File: src/rtl/mem_arbiter.sv
// Two-requester arbiter in front of a shared single-ported word memory; one access per two cycles.
// Define MEM_ARBITER_ROUND_ROBIN_EN for round-robin arbitration; the default is fixed priority to requester 0.
module mem_arbiter #(
  parameter int unsigned WIDTH = 8,
  parameter int unsigned SIZE  = 4,
  localparam int unsigned AW   = (SIZE > 1) ? $clog2(SIZE) : 1
) (
  input  logic             clk,
  input  logic             rst_n,
  input  logic             req0,
  input  logic             we0,
  input  logic [AW-1:0]    addr0,
  input  logic [WIDTH-1:0] wdata0,
  output logic             gnt0,
  output logic             rvalid0,
  output logic [WIDTH-1:0] rdata0,
  input  logic             req1,
  input  logic             we1,
  input  logic [AW-1:0]    addr1,
  input  logic [WIDTH-1:0] wdata1,
  output logic             gnt1,
  output logic             rvalid1,
  output logic [WIDTH-1:0] rdata1,
  output logic             busy
);

  typedef enum logic {IDLE, SERVE} state_t;

  state_t           state;
  logic             owner;
  logic             winner;
  logic             serve;
  logic             sel_we;
  logic [AW-1:0]    sel_addr;
  logic [WIDTH-1:0] sel_wdata;
  logic [WIDTH-1:0] rd_word;
  logic             in_range;
  logic [WIDTH-1:0] mem [SIZE];

`ifdef MEM_ARBITER_ROUND_ROBIN_EN
  logic last;

  // On a tie the requester not granted last time wins.
  always_comb begin
    winner = req1;
    if (req0 && req1) winner = ~last;
  end
`else
  always_comb begin
    winner = ~req0;
  end
`endif

  // Only a non-power-of-two depth can see addresses past the end of the array.
  if (SIZE == (1 << AW)) begin : g_full
    assign in_range = 1'b1;
  end else begin : g_part
    assign in_range = (32'(sel_addr) < SIZE);
  end

  // Owner's bus is used live during SERVE; grants decode straight from state.
  always_comb begin
    serve     = (state == SERVE);
    gnt0      = serve && !owner;
    gnt1      = serve && owner;
    busy      = serve;
    sel_we    = owner ? we1    : we0;
    sel_addr  = owner ? addr1  : addr0;
    sel_wdata = owner ? wdata1 : wdata0;
    rd_word   = '0;
    if (in_range) rd_word = mem[sel_addr];
  end

  always_ff @(posedge clk or negedge rst_n) begin
    if (!rst_n) begin
      state   <= IDLE;
      owner   <= 1'b0;
      rvalid0 <= 1'b0;
      rvalid1 <= 1'b0;
      rdata0  <= '0;
      rdata1  <= '0;
`ifdef MEM_ARBITER_ROUND_ROBIN_EN
      last    <= 1'b1;
`endif
    end else begin
      rvalid0 <= 1'b0;
      rvalid1 <= 1'b0;
      case (state)
        IDLE: begin
          if (req0 || req1) begin
            owner <= winner;
            state <= SERVE;
`ifdef MEM_ARBITER_ROUND_ROBIN_EN
            last  <= winner;
`endif
          end
        end
        SERVE: begin
          state <= IDLE;
          if (!sel_we) begin
            if (owner) begin
              rdata1  <= rd_word;
              rvalid1 <= 1'b1;
            end else begin
              rdata0  <= rd_word;
              rvalid0 <= 1'b1;
            end
          end
        end
        default: state <= IDLE;
      endcase
    end
  end

  // Storage is not reset; a reset during SERVE forces IDLE so the write never fires.
  always_ff @(posedge clk) begin
    if (serve && sel_we && in_range) mem[sel_addr] <= sel_wdata;
  end

endmodule

File: config.mk
export PLATFORM = sky130hd
export DESIGN_NAME = mem_arbiter
export DESIGN_NICKNAME = d
export VERILOG_FILES = /design/src/rtl/mem_arbiter.sv
export SDC_FILE = /design/constraint.sdc
export NUM_CORES = 1
export LEC_CHECK = 0
export CAP_MARGIN = 20
export CORE_UTILIZATION = 40
export CTS_BUF_LIST = sky130_fd_sc_hd__clkbuf_4
export DETAILED_ROUTE_END_ITERATION = 10
export PLACE_DENSITY = 0.65
export SLEW_MARGIN = 0
export SYNTH_ARGS = -nofsm -noshare
export SYNTH_HDL_FRONTEND = slang
export SYNTH_SLANG_ARGS = --single-unit
File: constraint.sdc
create_clock -name clk -period 2.44 [get_ports clk]
set_input_delay 0.488 -clock clk [delete_from_list [all_inputs] [get_ports clk]]
set_output_delay 0.488 -clock clk [all_outputs]
set_load 0.05 [all_outputs]
* Word level (Yosys, flattened, before mapping)
Memory sizes are Yosys's and may differ from the RTL's. Cells that the tools add are included.
Word-level totals: memory bits (read-only) 0, RAM bits 32, logic and storage cells 32, memories kept 1, latch bits 0, register bits 20, bits of input ports 26
Operators by class: reduce and logical (&&, ||, !) cells 8, bitwise gates (word level) 4, divide/modulo/power cells 0, $add $sub $neg 0, equal/unequal tests 0, $lt $le $gt $ge 0, $mul 0, mux-type cells 13, shifts and indexed selects 0
Memories:
- mem | words 4, width 8, read ports 1, clocked after memory_dff 0, wr ports 1, RTL line 38 | logic [WIDTH-1:0] mem [SIZE];
Operators by type and width (number):
- $mux 1 | 10
- $mux 8 | 1
- $reduce_and 3->1 | 2
- $not 1->1 | 4
- $logic_and 1x1->1 | 3
- $mux 2 | 1
- $pmux 1 s2 | 1
- $reduce_and 2->1 | 1
- $logic_not 1->1 | 1
- $logic_or 1x1->1 | 1

* Longest topological paths before layout
word-level depth 4, mapped depth 7, mapped depth without buffers 5

* Worst setup path before layout
Ideal clock, no wire load.
path type reg2reg, start point register state (netlist: busy), end point register rdata0[4], setup slack 0.204 ns, data arrival time 2.158 ns, library setup time 0.077 ns, period minus slack after synthesis 2.236 ns, data required time 2.363 ns, cell stages (with the launch flop) 7, cell sequence dfrtp_1 -> nor2b_1 -> nor2b_1 -> buf_2 -> buf_2 -> nor2_1 -> a21oi_1
On the way: longest elaborated chain between the ends 1
Ends and longest elaborated chain:
- start: declaration | RTL line 29 | state_t state;
- start signal: assignment | RTL line 76 | state <= IDLE;
- start signal: assignment | RTL line 92 | state <= SERVE;
- start signal: assignment | RTL line 99 | state <= IDLE;
- $reduce_and 3->1 (no line)
- end signal: assignment | RTL line 105 | rdata0 <= rd_word;
- end: declaration | RTL line 16 | output logic [WIDTH-1:0] rdata0,
Every way passes these cells. A chain may end at the register's enable or synchronous reset.

* Final worst setup path
start point register state (netlist: busy), end point output busy
RTL lines:
- end: declaration | RTL line 24 | output logic busy
No word-level cell between the ends.

==> flow_metrics.tcl <==
set metrics [dict create \
    run_status "finished, final reports clean" \
    ys_seq_area_share_pct 66.4 \
    overflow 0 \
    clock_path_buffers 2 \
    hold_violations 0 \
    yosysWarnings 0 \
    synth_area_leaders "edfxtp_1 44%, dfrtp_1 23%, a21boi_2 5.1%" \
    cts_hold_buffers 0 \
    synth_flop_cell "edfxtp_1" \
    synth_area_leader_cell "edfxtp_1" \
    gp_congestion 0.822 \
    syn_area_um2 2200 \
    skew_ns 0.0328 \
    die_y_um 76.2 \
    multi_input_area_um2 676 \
    synth_area_per_cell_um2 14.4 \
    max_stage_delay_ns 0.82 \
    path_clk_slew_ns 0.15 \
    postCtsResizedCells 0 \
    ff_latch_area_um2 1460 \
    ir_drop_mv 0.526 \
    r2r_setup_slack_ns 0.62 \
    grt_max_degree 21 \
    n_antenna_cell 0 \
    hpwlAfterDp_mm 3.23 \
    antenna_found_initial 0 \
    synth-edff-count 32 \
    vias 1380 \
    pin_count 47 \
    path_max_fanout 5 \
    port_buffers 46 \
    drv_cap 0 \
    cts_root_buf "clkbuf_4" \
    synth_compound_area_share_pct 18.2 \
    cp.buffers_inverters 1 \
    area_delta_synth_final_pct 28.0 \
    grt_pass1_wl_mm 6.94 \
    ys_types 27 \
    synthArstFlopShare_pct 38.5 \
    dieArea_um2 5810 \
    yosys.area_share.adder_pct 0 \
    slew_headroom_pct 66.0 \
    drv_slew 0 \
    vias_per_cell 4.98 \
    postCtsSetupBuffers 0 \
    synth_xor_area_share_pct 0 \
    synth_common_cells "32 x edfxtp_1, 20 x dfrtp_1, 13 x nor2_1" \
    synthMuxAreaShare_pct 5.06 \
    finalHoldWorstSlack_ns 0.429 \
    start_util_pct 42.3 \
    routed_wl_mm 4.25 \
    n_fill_cell 452 \
    power_density_nw_per_um2 931 \
    min_path_type "in -> async" \
    drive_gt1_share_pct 21.3 \
    htreeDepth 2 \
    detail_route.wl_per_cell_um 15.3 \
    synth_top_cell_area_share_pct 43.6 \
    die_w_um 76.2 \
    endpoint_kind "output pin" \
    nets 232 \
    required_ns 1.95 \
    clock_sinks 52 \
    tns_ns 0 \
    rsz0062_at_grt "false" \
    rows 26 \
    setup_viol 0 \
    yosys.area_share.simple_pct 7.44 \
    coreArea_um2 5200 \
    p_leak_nw 1.02 \
    ant_nets 0 \
    syn_nets 179 \
    synth.most_common_cell "edfxtp_1" \
    fmax_ghz 0.479 \
    cts_tree "built" \
    arrival_ns 1.60 \
    track_usage_pct 15.6 \
    post-place-cells 268 \
    tightest_slew_ns 0.509 \
    drt_iter0_drc 28 \
    finalCriticalPeriod_ns 2.09 \
    final_cells 277 \
    drc 0 \
    cp_slowest_cell "clkdlybuf4s50_1" \
    crit_type "reg -> out" \
    finalPower_mw 2.62 \
    cp-start-kind "register" \
    syn-instance-count 153 \
    ys_ff_latch 52 \
    grt_pass1_vias 1368 \
    cts_buffers 5 \
    synth_top_family_by_area "compound AO/OA/AOI/OAI gates" \
    clkLatencyLatePin_ns 0.38 \
    drtPass1Iterations 4 \
    critPathTopFamily "buffers and inverters" \
    crit_chain "clkdlybuf4s50_1" \
    final.period_utilization_pct 85.6 \
]
[placed cells by master, fill, tap and decap left out]
master / count
edfxtp_1: 32
clkinv_4: 1
nand2_2: 1
o21ai_1: 5
clkbuf_4: 5
inv_1: 3
or3_1: 1
a22oi_1: 6
o32ai_4: 1
dfrtp_1: 20
a21oi_1: 8
and2_1: 1
a21boi_0: 5
mux2i_1: 1
nand2b_1: 1
inv_6: 1
inv_8: 1
a21boi_2: 10
mux2_2: 9
a31oi_1: 6
or3b_1: 2
nand3_1: 1
nand2_1: 9
nor2b_1: 3
clkdlybuf4s50_1: 44
a2111oi_2: 5
buf_4: 10
nor2_1: 13
nand3b_1: 2
[through the flow]
stage	instance area, um2	worst slack [ns]	utilization, %
floorplan	2200	0.204	-
global placement	2740	0.216	52.7
detailed placement	2740	0.152	52.7
CTS	2810	0.326	54.0
global route	2820	0.285	54.1
finish	2820	0.350	54.1
[kinds of logic after synthesis]
kind of cell,Yosys count
buf+inv,11
mux,10
compound gates,46
flops,52
simple gates,34
[cell type report]
cell class | instances | share of cell area [%]
multi-input combinational | 90 | 24.0
timing repair buffer | 54 | 18.3
sequential | 52 | 51.9
tap | 70 | 3.11
clock inverter | 3 | 1.02
clock buffer | 5 | 1.33
inverter | 3 | 0.400
[routing by layer]
metal	GRT usage, %	up-vias	wire length (um)
li1	-	681	-
met1	20.5	646	2010
met2	25.6	46	1980
met3	3.23	7	190
met4	5.77	0	63
met5	0	-	0
[path summary, 6_finish.rpt]
path	start	end	cells past startpoint
hold reg to reg	rdata1[0]$_DFFE_PN0P_	rdata1[0]$_DFFE_PN0P_	2
min in group clk	rdata1[0]$_DFFE_PN0P_	rdata1[0]$_DFFE_PN0P_	2
max in group asynchronous	rst_n	rdata0[4]$_DFFE_PN0P_	2
hold / removal	rst_n	rdata1[3]$_DFFE_PN0P_	2
setup / recovery	busy$_DFF_PN0_	busy	1
setup reg to reg	owner$_DFFE_PN0P_	mem[0][3]$_DFFE_PP_	3
[flip-flops by register name, summed over array words and instances, names as in the netlist]
signal   flops
busy         1
mem         32
owner        1
rdata0       8
rdata1       8
rvalid0      1
rvalid1      1
[power breakdown]
group / total [mW] / switching (mW) / internal, mW
combinational: 1.04 / 0.667 / 0.369
sequential: 1.18 / 0.0852 / 1.09
clock: 0.409 / 0.284 / 0.125
Power figures use the tool's default switching activity.
